--- config.mk ---
export PLATFORM = sky130hd
export DESIGN_NAME = pattern_word_gen
export DESIGN_NICKNAME = d
export VERILOG_FILES = /design/src/rtl/pattern_word_gen.sv
export SDC_FILE = /design/constraint.sdc
export NUM_CORES = 1
export LEC_CHECK = 0
export CAP_MARGIN = 20
export CORE_MARGIN = 2
export CORE_UTILIZATION = 50
export CTS_BUF_LIST = sky130_fd_sc_hd__clkbuf_8
export DETAILED_ROUTE_END_ITERATION = 7
export PLACE_DENSITY = 0.81
export SLEW_MARGIN = 30
export SYNTH_ARGS = -nofsm -noshare
export SYNTH_HDL_FRONTEND = slang
export SYNTH_SLANG_ARGS = --single-unit
--- constraint.sdc ---
create_clock -name clk_word -period 4.26 [get_ports clk_word]
set_clock_uncertainty 0.05 [all_clocks]
set_input_delay 0.852 -clock clk_word [delete_from_list [all_inputs] [get_ports clk_word]]
set_output_delay 0.852 -clock clk_word [all_outputs]
set_load 0.01 [all_outputs]
--- src/rtl/pattern_word_gen.sv ---
// Framed test-word generator: walking-one, counter, Galois PRBS or fixed pattern,
// streamed under a valid/ready handshake in frames of FRAME_LEN words.
module pattern_word_gen #(
    parameter int              WIDTH     = 8,
    parameter int              FRAME_LEN = 8,
    parameter logic [WIDTH-1:0] TAPS     = WIDTH'(8'hB8)
) (
    input  logic             clk_word,
    input  logic             rst,
    input  logic             start,
    input  logic             stop,
    input  logic [1:0]       mode,
    input  logic [WIDTH-1:0] pattern,
    input  logic             continuous,
    input  logic             ready,
    output logic [WIDTH-1:0] word,
    output logic             enable,
    output logic             busy,
    output logic             frame_done,
    output logic [15:0]      word_cnt
);

    typedef enum logic {
        IDLE = 1'b0,
        SEND = 1'b1
    } state_t;

    localparam logic [WIDTH-1:0] ZERO     = {WIDTH{1'b0}};
    localparam logic [WIDTH-1:0] ONES     = {WIDTH{1'b1}};
    localparam logic [WIDTH-1:0] ONE      = {{(WIDTH-1){1'b0}}, 1'b1};
    localparam logic [15:0]      LAST_CNT = 16'(FRAME_LEN - 1);

    state_t           state_q, state_d;
    logic [WIDTH-1:0] word_q, word_d;
    logic [15:0]      cnt_q, cnt_d;
    logic [1:0]       mode_q, mode_d;
    logic [WIDTH-1:0] pattern_q, pattern_d;
    logic             cont_q, cont_d;
    logic             last_s;

    // A zero seed would lock the LFSR, so PRBS substitutes all-ones.
    function automatic logic [WIDTH-1:0] first_word(input logic [1:0] m, input logic [WIDTH-1:0] p);
        case (m)
            2'b00:   first_word = ONE;
            2'b01:   first_word = ONE;
            2'b10:   first_word = (p == ZERO) ? ONES : p;
            default: first_word = p;
        endcase
    endfunction

    function automatic logic [WIDTH-1:0] next_word(input logic [1:0] m, input logic [WIDTH-1:0] w,
                                                   input logic [WIDTH-1:0] p);
        case (m)
            2'b00:   next_word = {w[WIDTH-2:0], w[WIDTH-1]};
            2'b01:   next_word = w + ONE;
            2'b10:   next_word = (w >> 1) ^ (w[0] ? TAPS : ZERO);
            default: next_word = p;
        endcase
    endfunction

    // State and datapath registers; reset clears everything including latched settings.
    always_ff @(posedge clk_word or negedge rst) begin
        if (!rst) begin
            state_q   <= IDLE;
            word_q    <= ZERO;
            cnt_q     <= 16'd0;
            mode_q    <= 2'b00;
            pattern_q <= ZERO;
            cont_q    <= 1'b0;
        end else begin
            state_q   <= state_d;
            word_q    <= word_d;
            cnt_q     <= cnt_d;
            mode_q    <= mode_d;
            pattern_q <= pattern_d;
            cont_q    <= cont_d;
        end
    end

    assign last_s = (cnt_q == LAST_CNT);

    // Next-state logic: stop overrides start in IDLE and any transfer in SEND.
    always_comb begin
        state_d   = state_q;
        word_d    = word_q;
        cnt_d     = cnt_q;
        mode_d    = mode_q;
        pattern_d = pattern_q;
        cont_d    = cont_q;
        case (state_q)
            IDLE: begin
                if (start && !stop) begin
                    state_d   = SEND;
                    mode_d    = mode;
                    pattern_d = pattern;
                    cont_d    = continuous;
                    word_d    = first_word(mode, pattern);
                    cnt_d     = 16'd0;
                end else begin
                    state_d = IDLE;
                end
            end
            SEND: begin
                if (stop) begin
                    state_d = IDLE;
                    cnt_d   = 16'd0;
                end else if (ready) begin
                    word_d = next_word(mode_q, word_q, pattern_q);
                    if (last_s) begin
                        cnt_d   = 16'd0;
                        state_d = cont_q ? SEND : IDLE;
                    end else begin
                        cnt_d = cnt_q + 16'd1;
                    end
                end else begin
                    state_d = SEND;
                end
            end
            default: begin
                state_d = IDLE;
                cnt_d   = 16'd0;
            end
        endcase
    end

    assign word       = word_q;
    assign word_cnt   = cnt_q;
    assign enable     = (state_q == SEND);
    assign busy       = (state_q != IDLE);
    // Pulses in the cycle the final word is presented and accepted.
    assign frame_done = (state_q == SEND) && ready && !stop && last_s;

endmodule

After elaboration in Yosys (flattened, before gate mapping)
Index checks and enable logic that the tools add are counted.
- bits of input ports: 16
- output and inout port bits: 27
- register bits: 36
- logic and storage cells: 50
- mux-type cells: 19
- equality and inequality tests: 9
- reduce and logical (&&, ||, !) cells: 12
- add/subtract/negate cells: 2
- bitwise operators: 2
- operators by type and width (operator ; number):
    $mux 16 ; 4
    $mux 8 ; 5
    $pmux 16 s2 ; 1
    $pmux 8 s2 ; 2
    $pmux 8 s3 ; 1
    $add 16x1->16 const B ; 1
    $eq 16x3->1 const B ; 1
    $add 8x1->8 const B ; 1
    $logic_not 8->1 ; 1
    $xor 7x8->8 ; 1
    $ne 2x2->1 const B ; 3
    $mux 1 ; 5
    $eq 2x1->1 const B ; 2
    $eq 2x2->1 const B ; 2
    $logic_and 1x1->1 ; 4
    $logic_not 2->1 ; 2
    $reduce_and 2->1 ; 2
    $ne 3x3->1 const B ; 1
    $reduce_and 3->1 ; 1
    $pmux 1 s2 ; 1
    $reduce_or 2->1 ; 1
    $logic_not 1->1 ; 1
    $not 1->1 ; 1

Longest topological paths before layout
Gate-level depths: netlist of run 1.
- depth after elaboration: 6
- depth in mapped cells: 7
- mapped depth without buffers: 6

Worst setup path before layout of run 1
No wires, ideal clock.
- kind: input port to flip-flop
- start: input stop
- end: register cnt_q[9], in the netlist word_cnt[9]
- data arrival time: 2052 ps
- path buffers: 0
- slack: 2046 ps
- cell stages on the path: 4
- setup time: 111 ps
- data required time: 4099 ps
- path through: or3b_4 > a2111oi_4 > nor2_2 > a2111oi_2
- longest elaborated chain between the ends: 4
- elaborated cells between the ends (all ways): 7
- classes of those cells: eq/ne (2); mux (2); reduce/logical (3)
- ends and longest elaborated chain (what ; line ; text):
    start, declared ; 11 ; input logic stop,
    $logic_not 1->1 ; 92 ; if (start && !stop) begin
    $logic_and 1x1->1 ; 92 ;
    $ne 2x2->1 (no source line) ; -- ;
    $reduce_and 2->1 (no source line) ; -- ;
    end signal, assigned ; 73 ; cnt_q <= cnt_d;
    end, declared ; 35 ; logic [15:0] cnt_q, cnt_d;
Several ways; a longest one is shown, not always the timed one.
A chain may end at the register's enable or synchronous reset.

Worst setup path in the final report of run 1
- start: input stop
- end: output frame_done
- longest elaborated chain between the ends: 3
- ends and longest elaborated chain (what ; line ; text):
    $logic_not 1->1 ; 131 ; assign frame_done = (state_q == SEND) && ready && !stop && last_s;
    $logic_and 1x1->1 (2 in series) ; 131 ;
    end, declared ; 19 ; output logic frame_done,
No other way between the ends.

==> results of run 1 <==
==> path summary, 6_finish.rpt <==
| kind | startpoint | endpoint | slack, ns | cells after the start |
|---|---|---|---|---|
| setup / recovery | stop | frame_done | 1.01 | 5 |
| hold / removal | pattern_q[4] | pattern_q[4] | 0.43 | 2 |
| setup reg to reg | word_cnt[0] | word_cnt[9] | 1.98 | 5 |
| hold reg to reg | pattern_q[4] | pattern_q[4] | 0.43 | 2 |
| max in group asynchronous | rst | word_cnt[9] | 2.89 | 2 |
| min in group asynchronous | rst | word[5] | 0.94 | 2 |
==> worst max-delay path: cells and delay by family <==
family	cells	cell delay, ns
simple gates	3	0.43
buf+inv	2	1.06
==> layer usage <==
metal,wire (um),up-vias,share of wire,global-route usage
met4,172,0,0.032,0.1024
met5,0,-,0,0
met3,305,15,0.056,0.05087
met1,2359,968,0.43,0.3126
met2,2613,79,0.48,0.3996
li1,-,979,-,-
==> synth_stat cells, drive strengths merged (3+ instances only) <==
cell,count
xnor2,4
mux2i,3
clkbuf,12
and2,3
dfrtp,36
o31ai,4
nand2,51
nor3,5
nor2,17
inv,6
nand3,12
nor2b,3
o21ai,23
a21oi,8
nand4,6
a31oi,6
xor2,6
o211ai,6
==> logic make-up (layout without fill, tap and decap cells) <==
kind of cell / count (synthesis) / count (layout) / synth area share
multiplexers: 6 / 6 / 0.04014
AO/OA/AOI/OAI: 63 / 63 / 0.2001
AND/OR/NAND/NOR: 113 / 113 / 0.2536
flip-flops: 36 / 36 / 0.4188
XOR/XNOR: 10 / 10 / 0.04072
adder cells (fa/ha/maj): 2 / 2 / 0.01163
buffers and inverters: 19 / 57 / 0.03490
==> power groups by stage <==
stage | clock network (mW) | registers [mW] | logic [mW]
floorplan | 0 | 0.428 | 0.148
global placement | 0 | 0.454 | 0.218
detailed placement | 0 | 0.455 | 0.224
CTS | 0.232 | 0.448 | 0.226
global route | 0.251 | 0.460 | 0.249
finish | 0.225 | 0.450 | 0.225
==> metrics by stage <==
stage	instances	power, mW
2_1_floorplan	249	0.5769
3_3_place_gp	330	0.6718
3_5_place_dp	330	0.6788
4_1_cts	337	0.9061
5_1_grt	337	0.9596
6_report	337	0.9001
==> registers in the layout, indices dropped and copies added, names as in the netlist <==
| register | count |
|---|---|
| cont_q | 1 |
| mode_q | 2 |
| busy | 1 |
| word_cnt | 16 |
| word | 8 |
| pattern_q | 8 |
==> layout make-up <==
cell class / instances / area (um^2) / share of cell area
Timing Repair Buffer: 44 / 435.4 / 0.1628
Tap cell: 50 / 62.56 / 0.02340
Inverter: 6 / 22.52 / 0.008423
Sequential cell: 36 / 900.9 / 0.3369
Clock buffer: 5 / 68.82 / 0.02574
Multi-Input combinational cell: 194 / 1175 / 0.4394
Clock inverter: 2 / 8.758 / 0.003276
==> run metrics, run 1 <==
layout cells sized above 1 0.05923; number of synthesized flops with an enable pin 0; post-CTS setup buffers 0; # H-tree levels 2; Cell Rows 23; post-synthesis sequential area ratio 0.4188; die width 69.59 um; Initial Utilization 0.5301; NumNets Final a little over 300; area post-placement approximately 2600 um^2; initial antenna violation count 0; outcome finished clean; Port Buffers 42; endpoint class of the critical path output pin; vias per std cell 6.056; CP Data Required Time around 3.4 ns; HPWL after DPL between 3000 and 4000 um; DIE HEIGHT between 60 and 70 um; Post-synth ARST share 1.000; Pint 609.4 uW; Core Box Area 4058 um^2; Residual DRC 0; Layout area overhead 24.32%; CTS clk-pin slew, worst paths ~0.070 ns; via count of the routed design 2041; Crit path top cell by count clkdlybuf4s50_1; crit start category input pin; Diodes inserted 0; Post-CTS Resized 0; critical path class input pin to output pin; Distinct cells, synth 48; CP arrival about 2.3 ns; crit share post-route 0.7621; vias in the first global route 2022; top_reg_cell synth dfrtp_1; clock root buffer clkbuf_8; CTS max path bufs 2; Iter 0 DRT Violations around 220; synthesized cell area 2151 um^2; CTS Buf Count 5; Worst-Margin Slew 0.9101 ns; share of power burned in registers 0.500; GRT Overall Usage 0.2435; ranking of synthesized cells by area dfrtp_1, nand2_1, o21ai_0, nand3_1, nor2_1; commonest cells after routing, fill and taps aside nand2_1, clkdlybuf4s50_1, dfrtp_1, o21ai_0, nor2_1; clock share of power 0.251; # IOs 43; switching pwr 290.7 uW; slowest CP cell clkdlybuf4s50_1; max_cap viols 0; Ys Warns 0; clock latency on the worst-skew pair 0.28 ns; routed len/inst between 15 and 20 um; Synth Instances ~250; Yosys top cell area share 0.4188; final hold vios 0; Hold Path Class flip-flop to flip-flop; CP Max Fanout 7; RSZ-0062 raised after global routing false; Avg Synthesized Cell Area 8.638 um^2; dpl ws 1.046 ns; Synth area leader dfrtp_1; Cell Pwr Density 336.6 nW/um^2; Pre-Repair DR Iteration Count 4; max frequency 308.0 MHz; number of clock sinks 36; TritonCTS clock tree built; finished layout cell area about 2700 um^2; pin count of the biggest net entering global routing 37; global route overflow 0; setup ws final a little over 1 ns; Util after Layout 0.6590; Slew headroom 0.3852; RePlAce Congestion 0.8633; cell chain of the critical path clkdlybuf4s50_1, nor2b_1, nand2_1, nor2_1, clkdlybuf4s50_1; Lkg Pwr 1.085 nW; crit path time final 3.247 ns; final wirelength roughly 5500 um; post-detailed-route count of antenna-violating nets 0; Comb power frac 0.250; fin. max-slew vios 0; setup TNS 0 ns; Final setup viols 0; sw frac 0.3229; die area 4842 um^2; Synth Register Bits 36; hold_buf cts 0; most common cell after layout, fill and taps aside nand2_1; Worst path max stage delay about 0.54 ns; Max VDD drop 0.1668 mV; first-pass GRT wire length between 9000 and 10000 um; Fin Hold WS around 0.43 ns; Layout fillers approximately 340; post-synth net total between 200 and 300
Note: power is estimated with default switching activity, not from simulation.
==> run 2: changes to the inputs <==
==> constraint.sdc (replaced) <==
create_clock -name clk_word -period 3.2 [get_ports clk_word]
set_clock_uncertainty 0.05 [all_clocks]
set_input_delay 0.64 -clock clk_word [delete_from_list [all_inputs] [get_ports clk_word]]
set_output_delay 0.64 -clock clk_word [all_outputs]
set_load 0.01 [all_outputs]
==> run 2 against run 1 <==
  * First-iteration DRC count grew 2.7%
  * Die area is the same
  * Cell count grew 0.59%
  * Via count grew 2.1%
  * Sequential share of layout area shrank 0.47 points
  * Clock-buffer cell count is the same
  * Wire length grew 1.0%
  * Setup slack lost 0.79 ns
  * Critical path depth shrank 1
  * Core utilization grew 0.92 points
==> run metrics, run 2 (synthesis results as in run 1) <==
vias in the first global route 1976 (-2.3%); clock latency on the worst-skew pair 0.30 ns (+0.02 ns); pin count of the biggest net entering global routing 37 (unchanged); CP Data Required Time 2.51 ns (-0.85 ns); Cell Rows 23 (unchanged); slowest CP cell nor4_1; setup TNS 0 ns (unchanged); post-detailed-route count of antenna-violating nets 0 (unchanged); TritonCTS clock tree built; Cell Count Post-Placement 331 (+0.30%); Cell Pwr Density 476.4 nW/um^2 (+42%); # IOs 43 (unchanged); worst r2r dst word_cnt[13]; crit start category flip-flop; Initial Utilization 0.5301 (unchanged); number of clock sinks 36 (unchanged); max FFs per register 16 (unchanged); RSZ-0062 raised after global routing false; die width 69.59 um (unchanged); Hold Path Class flip-flop to flip-flop; RePlAce Congestion 0.9112 (+5.5%); endpoint class of the critical path output pin; Port Buffers 42 (unchanged); crit path launch word_cnt[10]; max_cap viols 0 (unchanged); Layout area overhead 26.06%; outcome finished clean; max frequency between 300 and 400 MHz; CTS max path bufs 2 (unchanged); hold_buf cts 0 (unchanged); die area 4842 um^2 (unchanged); cell chain of the critical path nor4_1, nand4_1, nor2_1, clkdlybuf4s50_1; Post-CTS Resized 0 (unchanged); post-CTS setup buffers 0 (unchanged); Slew headroom 0.5560 (+0.1708); fin. max-slew vios 0 (unchanged); # H-tree levels 2 (unchanged); WP buf/inv 1 (-1); GRT Overall Usage 0.2430 (-0.0005349); Max VDD drop 0.2509 mV (+50%); Lkg Pwr 1.105 nW (+1.8%); HPWL after DPL 3951 um (+1.7%); CTS Buf Count 5 (unchanged); initial antenna violation count 0 (unchanged); Worst Setup EP frame_done; vias per std cell 6.145 (+1.5%); Diodes inserted 0 (unchanged); Pre-Repair DR Iteration Count 5 (+1); critical path class flip-flop to output pin; Core Box Area 4058 um^2 (unchanged); Layout fillers 339 (-0.88%); DIE HEIGHT 69.59 um (unchanged); Worst path max stage delay 0.56 ns (+0.02 ns); final wirelength 5507 um (+1.0%); Iter 0 DRT Violations 229 (+2.7%); commonest cells after routing, fill and taps aside nand2_1, clkdlybuf4s50_1, dfrtp_1, o21ai_0, nor2_1; global route overflow 0 (unchanged); Worst-Margin Slew 0.6660 ns (-0.2441 ns); crit share post-route 0.9316; Residual DRC 0 (unchanged); worst r2r path cells 5 (unchanged); routed len/inst 16.24 um (+0.45%); reg-to-reg slack, setup 0.95 ns (-1.03 ns); delay-heaviest family, CP simple AND/OR/NAND/NOR gates; clock root buffer clkbuf_8; Non-Filler Instances 339 (+0.59%); most common cell after layout, fill and taps aside nand2_1; WP depth 4 (-1); final hold vios 0 (unchanged); Final setup viols 0 (unchanged); crit path time final 2.981 ns; r2r startpoint busy; CTS clk-pin slew, worst paths 0.08 ns (about the same); CP arrival 2.29 ns (-0.05 ns); via count of the routed design 2083 (+2.1%); NumNets Final 306 (+0.33%); CP Max Fanout 7 (unchanged); layout cells sized above 1 0.06574 (+0.006510); first-pass GRT wire length 9356 um (-1.5%)
[run 2: cell count changes in the layout (fill, tap and decap cells not counted)]
cell / change
bufinv_16: +1
buf_4: +1
[run 2: layout make-up]
cell class                      instances  area (um^2)  area share
Tap cell                               50        62.56     0.02307
Clock inverter                          3        38.79     0.01431
Timing Repair Buffer                   45        442.9      0.1634
Multi-Input combinational cell        194         1175      0.4333
Inverter                                6        22.52    0.008306
Sequential cell                        36        900.9      0.3323
Clock buffer                            5        68.82     0.02538
[run 2: metal layers]
metal | vias to the layer above | share of wire | GRT usage
li1 | 980 | - | -
met1 | 994 | 0.42 | 0.3051
met2 | 88 | 0.48 | 0.3942
met3 | 21 | 0.063 | 0.04797
met4 | 0 | 0.036 | 0.1307
met5 | - | 0 | 0
[run 2: where the power goes]
part	leakage (nW)	internal, mW	switching (mW)
registers	0.473	0.503	0.0961
logic	0.573	0.164	0.134
clock network	0.0593	0.228	0.166
total	1.10	0.895	0.397
[run 2: tightest hold or removal path: stages, from the launching register on]
cell and delay (ns):
dfrtp_1 0.35, nand2_1 0.05, nand2_1 0.06
[run 2: how the worst min path moves through the flow]
| stage | startpoint | end | slack [ns] | depth (start not counted) |
|---|---|---|---|---|
| 5_1_grt | pattern_q[2] | pattern_q[2] | 0.46 | 2 |
| 6_report | pattern_q[6] | pattern_q[6] | 0.44 | 2 |
| 2_1_floorplan | rst | busy | 0.29 | 0 |
| 3_5_place_dp | pattern_q[6] | pattern_q[6] | 0.42 | 2 |
| 3_3_place_gp | pattern_q[6] | pattern_q[6] | 0.41 | 2 |
| 4_1_cts | pattern_q[6] | pattern_q[6] | 0.44 | 2 |
[run 2: per-stage QoR]
step	utilization	hold slack (ns)	total power [mW]	setup WS, ns	cell area [um^2]
detailed placement	0.6417	0.4192	0.9044	0.4062	2604
CTS	0.6682	0.4351	1.301	0.3111	2711
finish	0.6682	0.4363	1.292	0.2188	2711
global placement	0.6417	0.4106	0.8952	0.4669	2604
floorplan	-	0.2944	0.7679	1.198	2151
global route	0.6682	0.4584	1.372	0.09546	2711
